### config.mk
export PLATFORM = sky130hd
export DESIGN_NAME = alu_share_arb
export DESIGN_NICKNAME = d
export VERILOG_FILES = /design/src/rtl/alu_share_arb.sv
export SDC_FILE = /design/constraint.sdc
export NUM_CORES = 1
export LEC_CHECK = 0
export CORE_AREA = 2 2 176 92
export CTS_CLUSTER_DIAMETER = 60
export DETAILED_ROUTE_END_ITERATION = 16
export DIE_AREA = 0 0 178 94
export DONT_BUFFER_PORTS = 1
export PLACE_DENSITY = 0.39
export SYNTH_ARGS = -nofsm -noshare
export SYNTH_HDL_FRONTEND = slang
export SYNTH_SLANG_ARGS = --single-unit
### constraint.sdc
create_clock -name clock -period 2.3 [get_ports clock]
set_input_delay 0.46 -clock clock [delete_from_list [all_inputs] [get_ports clock]]
set_output_delay 0.46 -clock clock [all_outputs]
set_load 0.005 [all_outputs]
### src/rtl/alu_share_arb.sv
// Purpose : two requesters share one bitwise ALU and a single result register.
// Latency : the result is visible on resp_* one cycle after the accept.
// Backpressure: resp_ready=0 holds the result and blocks both requesters.
//
// Ports:
//   clock, reset           - rising-edge clock; synchronous active-low reset
//   reqN_valid/reqN_ready  - request handshake, N = 0,1 (ready is combinational)
//   reqN_a, reqN_b, reqN_op- operands and opcode (00 and, 01 or, 10 xor, 11 nor)
//   resp_valid/resp_ready  - result handshake; resp_id names the owner
//   resp_data              - result held until taken
module alu_share_arb #(
  parameter int WIDTH = 32
) (
  input  logic             clock,
  input  logic             reset,
  input  logic             req0_valid,
  output logic             req0_ready,
  input  logic [WIDTH-1:0] req0_a,
  input  logic [WIDTH-1:0] req0_b,
  input  logic [1:0]       req0_op,
  input  logic             req1_valid,
  output logic             req1_ready,
  input  logic [WIDTH-1:0] req1_a,
  input  logic [WIDTH-1:0] req1_b,
  input  logic [1:0]       req1_op,
  output logic             resp_valid,
  output logic             resp_id,
  output logic [WIDTH-1:0] resp_data,
  input  logic             resp_ready
);

  typedef enum logic {
    ST_IDLE = 1'b0,
    ST_HOLD = 1'b1
  } state_t;

  state_t           state_q, state_d;
  logic             ptr_q, ptr_d;
  logic             resp_id_q, resp_id_d;
  logic [WIDTH-1:0] resp_data_q, resp_data_d;

  logic             grant0, grant1;
  logic [WIDTH-1:0] sel_a, sel_b;
  logic [1:0]       sel_op;

  function automatic logic [WIDTH-1:0] alu_f(input logic [1:0] op,
                                             input logic [WIDTH-1:0] a,
                                             input logic [WIDTH-1:0] b);
    logic [WIDTH-1:0] r;
    case (op)
      2'b00:   r = a & b;
      2'b01:   r = a | b;
      2'b10:   r = a ^ b;
      default: r = ~(a | b);
    endcase
    return r;
  endfunction

  always_comb begin
    grant0      = 1'b0;
    grant1      = 1'b0;
    state_d     = state_q;
    ptr_d       = ptr_q;
    resp_id_d   = resp_id_q;
    resp_data_d = resp_data_q;

    case (state_q)
      ST_IDLE: begin
        // Gating on reset keeps both readies low during reset, so no
        // requester can believe it was accepted while the block is cleared.
        if (reset) begin
          if (req0_valid && req1_valid) begin
            grant0 = ~ptr_q;
            grant1 = ptr_q;
          end else begin
            grant0 = req0_valid;
            grant1 = req1_valid;
          end
        end
        if (grant0 || grant1) begin
          state_d     = ST_HOLD;
          resp_id_d   = grant1;
          resp_data_d = alu_f(sel_op, sel_a, sel_b);
          // Loser of this accept gets priority next time.
          ptr_d       = ~grant1;
        end
      end
      ST_HOLD: begin
        // Release only; the freed register is not refilled in this cycle.
        if (resp_ready) begin
          state_d = ST_IDLE;
        end
      end
      default: begin
        state_d = ST_IDLE;
      end
    endcase
  end

  // Operand mux ahead of a single ALU; ungranted operands never reach it.
  always_comb begin
    sel_a  = req0_a;
    sel_b  = req0_b;
    sel_op = req0_op;
    if (grant1) begin
      sel_a  = req1_a;
      sel_b  = req1_b;
      sel_op = req1_op;
    end
  end

  always_ff @(posedge clock) begin
    if (!reset) begin
      state_q     <= ST_IDLE;
      ptr_q       <= 1'b0;
      resp_id_q   <= 1'b0;
      resp_data_q <= '0;
    end else begin
      state_q     <= state_d;
      ptr_q       <= ptr_d;
      resp_id_q   <= resp_id_d;
      resp_data_q <= resp_data_d;
    end
  end

  assign req0_ready = grant0;
  assign req1_ready = grant1;
  assign resp_valid = (state_q == ST_HOLD);
  assign resp_id    = resp_id_q;
  assign resp_data  = resp_data_q;

endmodule
# [Word-level counts from Yosys, hierarchy flattened]
# Cells that the tools add are included.
[word_totals] input_bits=137 regBits=35 elab_cells=32 out_inout_bits=36
[classes] n_reduce_logical=4 n_mux=15 n_bitwise=7 eq_ne=2
[ops] operator="32-bit case mux with 3 select lines" n=1
[ops] operator="32-bit two-way mux" n=2
[ops] operator="32-bit AND" n=1
[ops] operator="32-bit inverter" n=1
[ops] operator="32-bit bitwise OR" n=1
[ops] operator="32-bit XOR" n=1
[ops] operator="1-bit two-way mux" n=10
[ops] operator="1-bit inverter" n=3
[ops] operator="2-bit by 1-bit == test with 1-bit output (second input constant)" n=1
[ops] operator="2-bit == test (second input constant)" n=1
[ops] operator="2-bit logical NOT" n=1
[ops] operator="2-bit two-way mux" n=1
[ops] operator="1-bit case mux with 2 select lines" n=1
[ops] operator="2-bit AND reduction" n=1
[ops] operator="1-bit logical AND" n=1
[ops] operator="1-bit logical OR" n=1

# [Depth between registers and ports, before layout]
# Gate-level depths: netlist of run 1.
[depth] depth_word=9 ltp_mapped=10 ltp_nobuf=9

# [Least setup slack after synthesis of run 1]
# Ideal clock, no wire load.
[synth_timing] path_type="in2reg" start="input port reset" end="register resp_data_q[7], in the netlist resp_data[7]" required_ns=2.162 setup_ns=0.138 stages=9 t_arrival_ns=2.030 setup_slack_ns=0.132 path_buffers=2 cell_sequence="and2b_2 nand3_2 buf_2 buf_2 mux2i_1 inv_1 ha_1 mux2i_1 o221ai_1"
[synth_between] elab_chain_cells=7 word_cells_on_any_way=18 classes_between="eq/ne (2); mux (9); bitwise (4); reduce/logical (3)"
[synth_lines] item="from (decl)" line_no="15" source="input logic reset,"
[synth_lines] item="1-bit two-way mux" line_no="71" source="if (reset) begin"
[synth_lines] item="1-bit two-way mux (2 in series)" line_no="67" source="case (state_q)"
[synth_lines] item="32-bit two-way mux" line_no="105" source="if (grant1) begin"
[synth_lines] item="32-bit bitwise OR" line_no="52, 54"
[synth_lines] item="32-bit inverter" line_no="54" source="default: r = ~(a | b);"
[synth_lines] item="32-bit case mux with 3 select lines" line_no="50" source="case (op)"
[synth_lines] item="to (signal assigned)" line_no="122" source="resp_data_q <= resp_data_d;"
[synth_lines] item="to (decl)" line_no="40" source="logic [WIDTH-1:0] resp_data_q, resp_data_d;"
# Parallel ways exist; a longest one is shown, timed or not. The select of a mux whose other input is x is not followed.
# A chain may end at the register's enable or synchronous reset.

# [Worst setup path after layout of run 1]
[layout_timing] start="register state_q, in the netlist resp_valid" end="register resp_data_q[7], in the netlist resp_data[7]"
[layout_between] elab_chain_cells=5 word_cells_on_any_way=14 classes_between="eq/ne (2); mux (5); bitwise (5); reduce/logical (2)"
[layout_lines] item="from (decl)" line_no="37" source="state_t state_q, state_d;"
[layout_lines] item="from (signal assigned)" line_no="119" source="state_q <= state_d;"
[layout_lines] item="1-bit two-way mux" line_no="67"
[layout_lines] item="32-bit two-way mux" line_no="105"
[layout_lines] item="32-bit bitwise OR" line_no="52, 54"
[layout_lines] item="32-bit inverter" line_no="54"
[layout_lines] item="32-bit case mux with 3 select lines" line_no="50"
# Parallel ways exist; a longest one is shown, timed or not.

==> flow_summary.ini, run 1 <==
[clock_tree]
clockBufferDepth = 2
clkTransAtPathRegs_ns = 0.06
h-tree-depth = 2
cts.repair.resized = 0
numClockSinks = 35
clk_latency_ns = 0.28
cts_buffers = 5
clock_tree.root_cell = clkbuf_16
postCtsHoldBufs = 0
post-cts-setup-buffers = 0
cts_tree = done

[worst_setup_path]
arrival_ns = 2.32
slowest_delay_ns = 0.40
cp_max_fo = 21
r2r_slack_ns = 0.13
startpoint_type = register
reg2reg_from = resp_valid
critical_path_class = register to register
cp.required_ns = 2.45
crit_chain = and2b_2, nand3_4, buf_12, mux2i_1, inv_1, ha_1, mux2i_1, o221ai_1
critPathCaptureType = register
slowest_stage = dfxtp_1
crit_path_frequent_cell = mux2i_1
timing.rr.end = resp_data[7]
critical_path_buf_inv_count = 2
reg2reg_depth = 8
crit_family = simple AND/OR/NAND/NOR gates

[sta]
setup_slack_ns = 0.128
slew_violations = 0
fin_skew_ns = 0.00222
worst_pin_slew_ns = 0.441
final.setup.tns_ns = 0
rsz0062_at_grt = false
holdWs_ns = 0.311
slew-limit-headroom = 0.706
setup_viol = 0
final.min_clock_period_ns = 2.17
hold_violations = 0
fmax_mhz = 461
period_share = 0.944

[cells_and_area]
fillers = 1626
antenna_cells = 0
final_net_count = 659
drive_gt1_frac = 0.0525
final_util = 0.276
layoutNonFillerInstCount = 661
syn_to_final_growth_pct = 12.8

[pwr]
powerDensity_nw_per_um2 = 503
power_leakage_nw = 2.23
ir_drop_mv = 0.211

[logic_synthesis]
synth_nets = 667
ys_warn_count = 0
avgSynthCellArea_um2 = 7.94
synth_area_leaders = ha_1 22%, dfxtp_1 19%, mux2i_1 18%, nand2_1 13%, o221ai_1 7.6%
synth_cells = 466
ys.flop_type = dfxtp_1
synth-seq-cells = 35
synth_edf_count = 0
ys_top_cells_by_count = 131 x nand2_1, 65 x mux2i_1, 64 x ha_1, 64 x inv_1, 35 x dfxtp_1
synth_top_area_frac = 0.217
ys_seq_area_frac = 0.189
ys_types = 23
synth_top_cell_by_area = ha_1
async_flop_share = 0
yosysMostFrequentCell = nand2_1
synth_area_um2 = 3700

[detailed_routing]
antenna_left = 0
dr.pass1.iters = 4
vias_per_cell = 4.51
drt-total-wl_um = 10800
routedWlPerCell_um = 16.3
via_count = 2978
dr.first_iter.drc_count = 81
drc = 0

[placed_design]
gp_congestion = 0.701
dpl_worst_slack_ns = 0.102
dpl.cell_count = 653
port_buffers = 0
dpl.hpwl_um = 7570

[global_route]
grt-ovfl-total = 0
grt_max_degree = 45
grt_pass1_vias = 2996
grt_util_all_layers = 0.122
antenna_found_initial = 0
grt_pass1_wl_um = 15600

[floorplan]
fp.dieW_um = 178
num_rows = 32
initial_core_util = 0.245
chipHeight_um = 94
core_area_um2 = 15100
die_area_um2 = 16700
pin_count = 173

[flow_run]
drv_cap = 0

[worst_hold_path]
hold_class = input port to register
whs_path_depth = 2
hp-start = reset
min_to = ptr_q

[outcome]
status = finished, final reports clean
-- per-stage QoR --
stage,power (mW),area [µm²]
2_1_floorplan,1.27,3700
3_3_place_gp,1.41,3970
3_5_place_dp,1.43,3970
4_1_cts,2.13,4100
5_1_grt,2.27,4170
6_report,2.10,4170
-- final cells by class --
| cell class | count | area, µm² | area share |
|---|---|---|---|
| clock buffer | 6 | 129 | 0.0309 |
| inverter | 65 | 246 | 0.0591 |
| sequential | 35 | 701 | 0.168 |
| tap | 204 | 255 | 0.0612 |
| multi-input combinational | 340 | 2640 | 0.633 |
| timing repair buffer | 11 | 200 | 0.0480 |
-- kinds of logic after synthesis --
| group | count (synthesis) | share of synthesized area |
|---|---|---|
| AO/OA/AOI/OAI | 39 | 0.0873 |
| multiplexers | 65 | 0.176 |
| AND/OR/NAND/NOR | 140 | 0.148 |
| XOR/XNOR | 32 | 0.0758 |
| buffers and inverters | 91 | 0.107 |
| flip-flops | 35 | 0.189 |
| adder cells (fa/ha/maj) | 64 | 0.217 |
-- worst max path at each step --
stage | start | endpoint | slack [ns] | cells past startpoint
global route | resp_valid | resp_data[9] | 0.0003 | 8
global placement | reset | resp_data[27] | 0.18 | 8
detailed placement | reset | resp_data[14] | 0.10 | 8
floorplan | reset | resp_data[7] | 0.13 | 9
finish | resp_valid | resp_data[7] | 0.13 | 8
CTS | resp_valid | resp_data[12] | 0.11 | 8
-- per-layer routing --
layer	up-vias	global-route usage	part of all wire
li1	1506	-	-
met1	1355	0.163	0.50
met2	112	0.185	0.40
met3	5	0.0514	0.095
met4	0	0.0164	0.0037
met5	-	0	0
-- power by group --
part	internal (mW)	total [mW]	switching [mW]
clock	0.391	0.668	0.277
combinational	0.307	0.673	0.365
sequential	0.685	0.756	0.0717
-- registers in the layout (all words and copies together) (netlist names) --
name and cells:
ptr_q 1, resp_data 32, resp_valid 1, resp_id 1
-- cell usage in the layout (no fill, tap or decap), drive strengths merged, types with 8 or more instances in the layout --
cell / n
buf: 9
clkbuf: 8
dfxtp: 35
ha: 64
inv: 65
mux2i: 65
nand2: 131
o221ai: 32
xnor2: 32
Power figures use the tool's default switching activity.
==> run 2, diff against run 1 <==
==> config.mk (replaced) <==
export PLATFORM = sky130hd
export DESIGN_NAME = alu_share_arb
export DESIGN_NICKNAME = d
export VERILOG_FILES = /design/src/rtl/alu_share_arb.sv
export SDC_FILE = /design/constraint.sdc
export NUM_CORES = 1
export LEC_CHECK = 0
export CORE_AREA = 2 2 86 88
export CTS_CLUSTER_DIAMETER = 60
export CTS_CLUSTER_SIZE = 20
export DETAILED_ROUTE_END_ITERATION = 16
export DIE_AREA = 0 0 88 90
export DONT_BUFFER_PORTS = 1
export PLACE_DENSITY = 0.69
export SYNTH_ARGS = -nofsm -noshare
export SYNTH_HDL_FRONTEND = slang
export SYNTH_SLANG_ARGS = --single-unit
==> flow_summary.ini, run 2 (synthesized netlist as in run 1, its figures left out) <==
[outcome]
status = finished, final reports clean

[cells_and_area]
largest_reg_flops = 32
multiInputGateArea_um2 = 2620
final_net_count = 661
layout_commonest_cell = nand2_1
antenna_cells = 0
fillers = 644
final_cell_mix = 131 x nand2_1, 64 x inv_1, 64 x mux2i_1, 64 x ha_1, 34 x dfxtp_1
syn_to_final_growth_pct = 6.80
seqCellArea_um2 = 702
drive_gt1_frac = 0.0521

[worst_setup_path]
critPathCaptureType = register
cp.required_ns = 2.46
critical_path_class = register to register
startpoint_type = register
arrival_ns = 2.26
cp_max_fo = 34

[floorplan]
fp.dieW_um = 88
die_area_um2 = 7920
num_rows = 31
core_area_um2 = 7020
chipHeight_um = 90
initial_core_util = 0.527
pin_count = 173

[detailed_routing]
dr.first_iter.drc_count = 62
dr.pass1.iters = 4
vias_per_cell = 5.31
via_count = 2972
routedWlPerCell_um = 14.7
drc = 0
antenna_left = 0
drt-total-wl_um = 8230

[sta]
slew_violations = 0
fmax_mhz = 476
setup_viol = 0
final.setup.tns_ns = 0
worst_pin_slew_ns = 0.354
final.min_clock_period_ns = 2.10
rsz0062_at_grt = false
slew-limit-headroom = 0.761
period_share = 0.914
setup_slack_ns = 0.197
fin_skew_ns = 0.00594
hold_violations = 0

[flow_run]
drv_cap = 0

[global_route]
grt_util_all_layers = 0.202
grt_max_degree = 38
grt-ovfl-total = 0
antenna_found_initial = 0
grt_pass1_wl_um = 12900
grt_pass1_vias = 2798

[clock_tree]
h-tree-depth = 2
clkTransAtPathRegs_ns = 0.08
clk_latency_ns = 0.28
post-cts-setup-buffers = 0
numClockSinks = 35
clockBufferDepth = 2
clock_tree.root_cell = clkbuf_8
cts_tree = done
cts_buffers = 5

[pwr]
powerDensity_nw_per_um2 = 465
power_leakage_nw = 2.21
ir_drop_mv = 0.199
power.total_mw = 1.84

[worst_hold_path]
hold_class = input port to register

[placed_design]
gp_congestion = 0.758
port_buffers = 0
dpl_worst_slack_ns = 0.124
dpl.hpwl_um = 6280
==> run 2: cell types whose count changed in the layout (fill, tap and decap cells not counted), sizes merged <==
cell	change
clkinv	+1
buf	+3
==> run 2: layout make-up <==
class,instances,share of cell area
well taps,99,0.0314
clock buffers,7,0.0193
inverters,65,0.0618
flip-flops and latches,35,0.178
multi-input cells,340,0.664
clock inverters,1,0.00127
repair buffers,13,0.0447
==> run 2: timing repair <==
item                       4_1_cts  5_1_grt
hold buffers                     0        0
resized for setup                0        4
setup endpoints to repair        0       10
==> run 2: layer usage <==
layer,global-route usage,part of all wire
met5,0,0
met4,0.0577,0.012
met3,0.0468,0.065
met2,0.353,0.51
met1,0.242,0.41
==> run 2: report_power, final <==
part / switching, mW / total, mW / internal, mW
Combinational: 0.344 / 0.646 / 0.302
Sequential: 0.0656 / 0.750 / 0.684
Clock: 0.228 / 0.441 / 0.213
==> run 2: metrics by stage <==
step	util	instances	hold slack (ns)	area, µm²
after floorplan	-	466	0.457	3700
after global placement	0.546	551	0.484	3830
after detailed placement	0.546	551	0.488	3830
after CTS	0.557	559	0.290	3910
after global routing	0.563	560	0.299	3950
final	0.563	560	0.300	3950
==> run 2: final timing paths <==
check,start,endpoint,slack [ns],depth (start not counted)
setup / recovery,resp_valid,resp_data[6],0.20,8
hold / removal,reset,resp_id,0.30,1
setup reg to reg,resp_valid,resp_data[6],0.20,8
hold reg to reg,resp_data[29],resp_data[29],0.50,2
==> run 2: worst max-delay path: stages, from the launching register on <==
cell and delay [ns]:
dfxtp_2 0.36, and2b_2 0.26, nand3_4 0.17, buf_12 0.22, mux2i_1 0.31, inv_1 0.07
ha_1 0.27, mux2i_1 0.15, o221ai_1 0.13
==> run 3, diff against run 2 <==
--- a/config.mk
+++ b/config.mk
@@ -5,13 +5,14 @@
 export SDC_FILE = /design/constraint.sdc
 export NUM_CORES = 1
 export LEC_CHECK = 0
-export CORE_AREA = 2 2 86 88
+export CORE_AREA = 2 2 73 103
 export CTS_CLUSTER_DIAMETER = 60
 export CTS_CLUSTER_SIZE = 20
 export DETAILED_ROUTE_END_ITERATION = 16
-export DIE_AREA = 0 0 88 90
+export DIE_AREA = 0 0 75 105
 export DONT_BUFFER_PORTS = 1
 export PLACE_DENSITY = 0.69
+export SETUP_SLACK_MARGIN = 0.4
 export SYNTH_ARGS = -nofsm -noshare
 export SYNTH_HDL_FRONTEND = slang
 export SYNTH_SLANG_ARGS = --single-unit
==> flow_summary.ini, run 3 (synthesized netlist as in run 1, its figures left out) <==
[outcome]
status = finished, final reports clean

[sta]
setup_viol = 0
fin_skew_ns = 0.00392
worst_pin_slew_ns = 0.388
slew-limit-headroom = 0.741
fmax_mhz = 483
setup_slack_ns = 0.228
rsz0062_at_grt = true
period_share = 0.901
hold_violations = 0
slew_violations = 0
final.min_clock_period_ns = 2.07
final.setup.tns_ns = 0

[clock_tree]
clkTransAtPathRegs_ns = 0.07
clock_tree.root_cell = clkbuf_8
h-tree-depth = 2
clk_latency_ns = 0.28
postCtsHoldBufs = 0
cts_buffers = 5
clockBufferDepth = 2
numClockSinks = 35
cts_tree = done

[detailed_routing]
dr.pass1.iters = 4
antenna_left = 0
drc = 0
drt-total-wl_um = 10800
vias_per_cell = 5.68
via_count = 3316
routedWlPerCell_um = 18.6
dr.first_iter.drc_count = 154

[pwr]
power_leakage_nw = 2.42
ir_drop_mv = 0.310
powerDensity_nw_per_um2 = 436

[cells_and_area]
multiInputGateArea_um2 = 2940
syn_to_final_growth_pct = 29.8
drive_gt1_frac = 0.200
largest_reg_flops = 32
seqCellArea_um2 = 704
antenna_cells = 0
final_net_count = 689
layoutNonFillerInstCount = 584
fillers = 544
final_cell_mix = 120 x nand2_1, 63 x inv_1, 61 x ha_1
layout_commonest_cell = nand2_1

[worst_hold_path]
whs_path_depth = 1
hold_class = input port to register
min_to = resp_id
hp-start = reset

[global_route]
grt-ovfl-total = 0
grtUsageMet3 = 0.0608
top_usage_layer = met2
antenna_found_initial = 0
grt_pass1_vias = 3289
grt_max_degree = 33
grt_pass1_wl_um = 15100
use_met2 = 0.449
grt_use_met1 = 0.259
grt_util_all_layers = 0.244

[floorplan]
pin_count = 173
fp.dieW_um = 75
chipHeight_um = 105
die_area_um2 = 7880
initial_core_util = 0.537
core_area_um2 = 6890
num_rows = 36

[placed_design]
dpl_worst_slack_ns = 0.197
dpl.cell_count = 544
gp_congestion = 0.753
dpl.hpwl_um = 6200
port_buffers = 0

[worst_setup_path]
critical_path_class = register to register
timing.rr.end = resp_data[0]
reg2reg_from = resp_valid
reg2reg_depth = 9
cp.required_ns = 2.45
startpoint_type = register
cp_max_fo = 8
arrival_ns = 2.22
r2r_slack_ns = 0.23
critPathCaptureType = register

[flow_run]
drv_cap = 0
[run 3: layout make-up]
cell class              instances  area share
inverters                      65      0.0524
repair buffers                 41       0.148
clock buffers                   7      0.0159
multi-input cells             340       0.611
flip-flops and latches         35       0.147
clock inverters                 1     0.00104
well taps                      95      0.0248
[run 3: report_power, final]
group	switching, mW	internal (mW)
clock	0.230	0.213
sequential	0.0713	0.684
combinational	0.426	0.468
[run 3: critical path, stage by stage, from the launching register on]
cell and delay (ns):
dfxtp_4 0.37, and2b_2 0.24, nand3_4 0.11, buf_4 0.16, buf_12 0.16, mux2i_4 0.26, inv_1 0.06, ha_1 0.28
mux2i_1 0.14, o221ai_1 0.14
[run 3: through the flow]
stage / hold slack [ns] / util / total power [mW] / cell area (µm²)
after floorplan: 0.457 / - / 1.28 / 3750
after global placement: 0.481 / 0.556 / 1.38 / 3830
after detailed placement: 0.484 / 0.556 / 1.41 / 3830
after CTS: 0.311 / 0.628 / 1.97 / 4330
after global routing: 0.310 / 0.697 / 2.22 / 4800
final: 0.322 / 0.697 / 2.09 / 4800
[run 3: how the worst max path moves through the flow]
stage,startpoint,end,depth (start not counted)
after floorplan,reset,resp_data[7],9
after global placement,reset,resp_data[28],8
after detailed placement,reset,resp_data[8],8
after CTS,resp_valid,resp_data[15],9
after global routing,resp_valid,resp_data[0],9
final,resp_valid,resp_data[0],9
[run 3: metal layers]
layer / wire (µm) / share of wire / vias up
li1: - / - / 1582
met1: 3910 / 0.36 / 1582
met2: 6030 / 0.56 / 135
met3: 711 / 0.066 / 17
met4: 200 / 0.018 / 0
met5: 0 / 0 / -
[run 3: timing repair]
action                                  in CTS  in global routing
gates resized for setup                     37                 41
hold endpoints to repair                     0                  0
cloned                                       6                 10
setup buffers                               10                  6
endpoints found under the setup margin      33                 33
pin swaps                                    5                 21
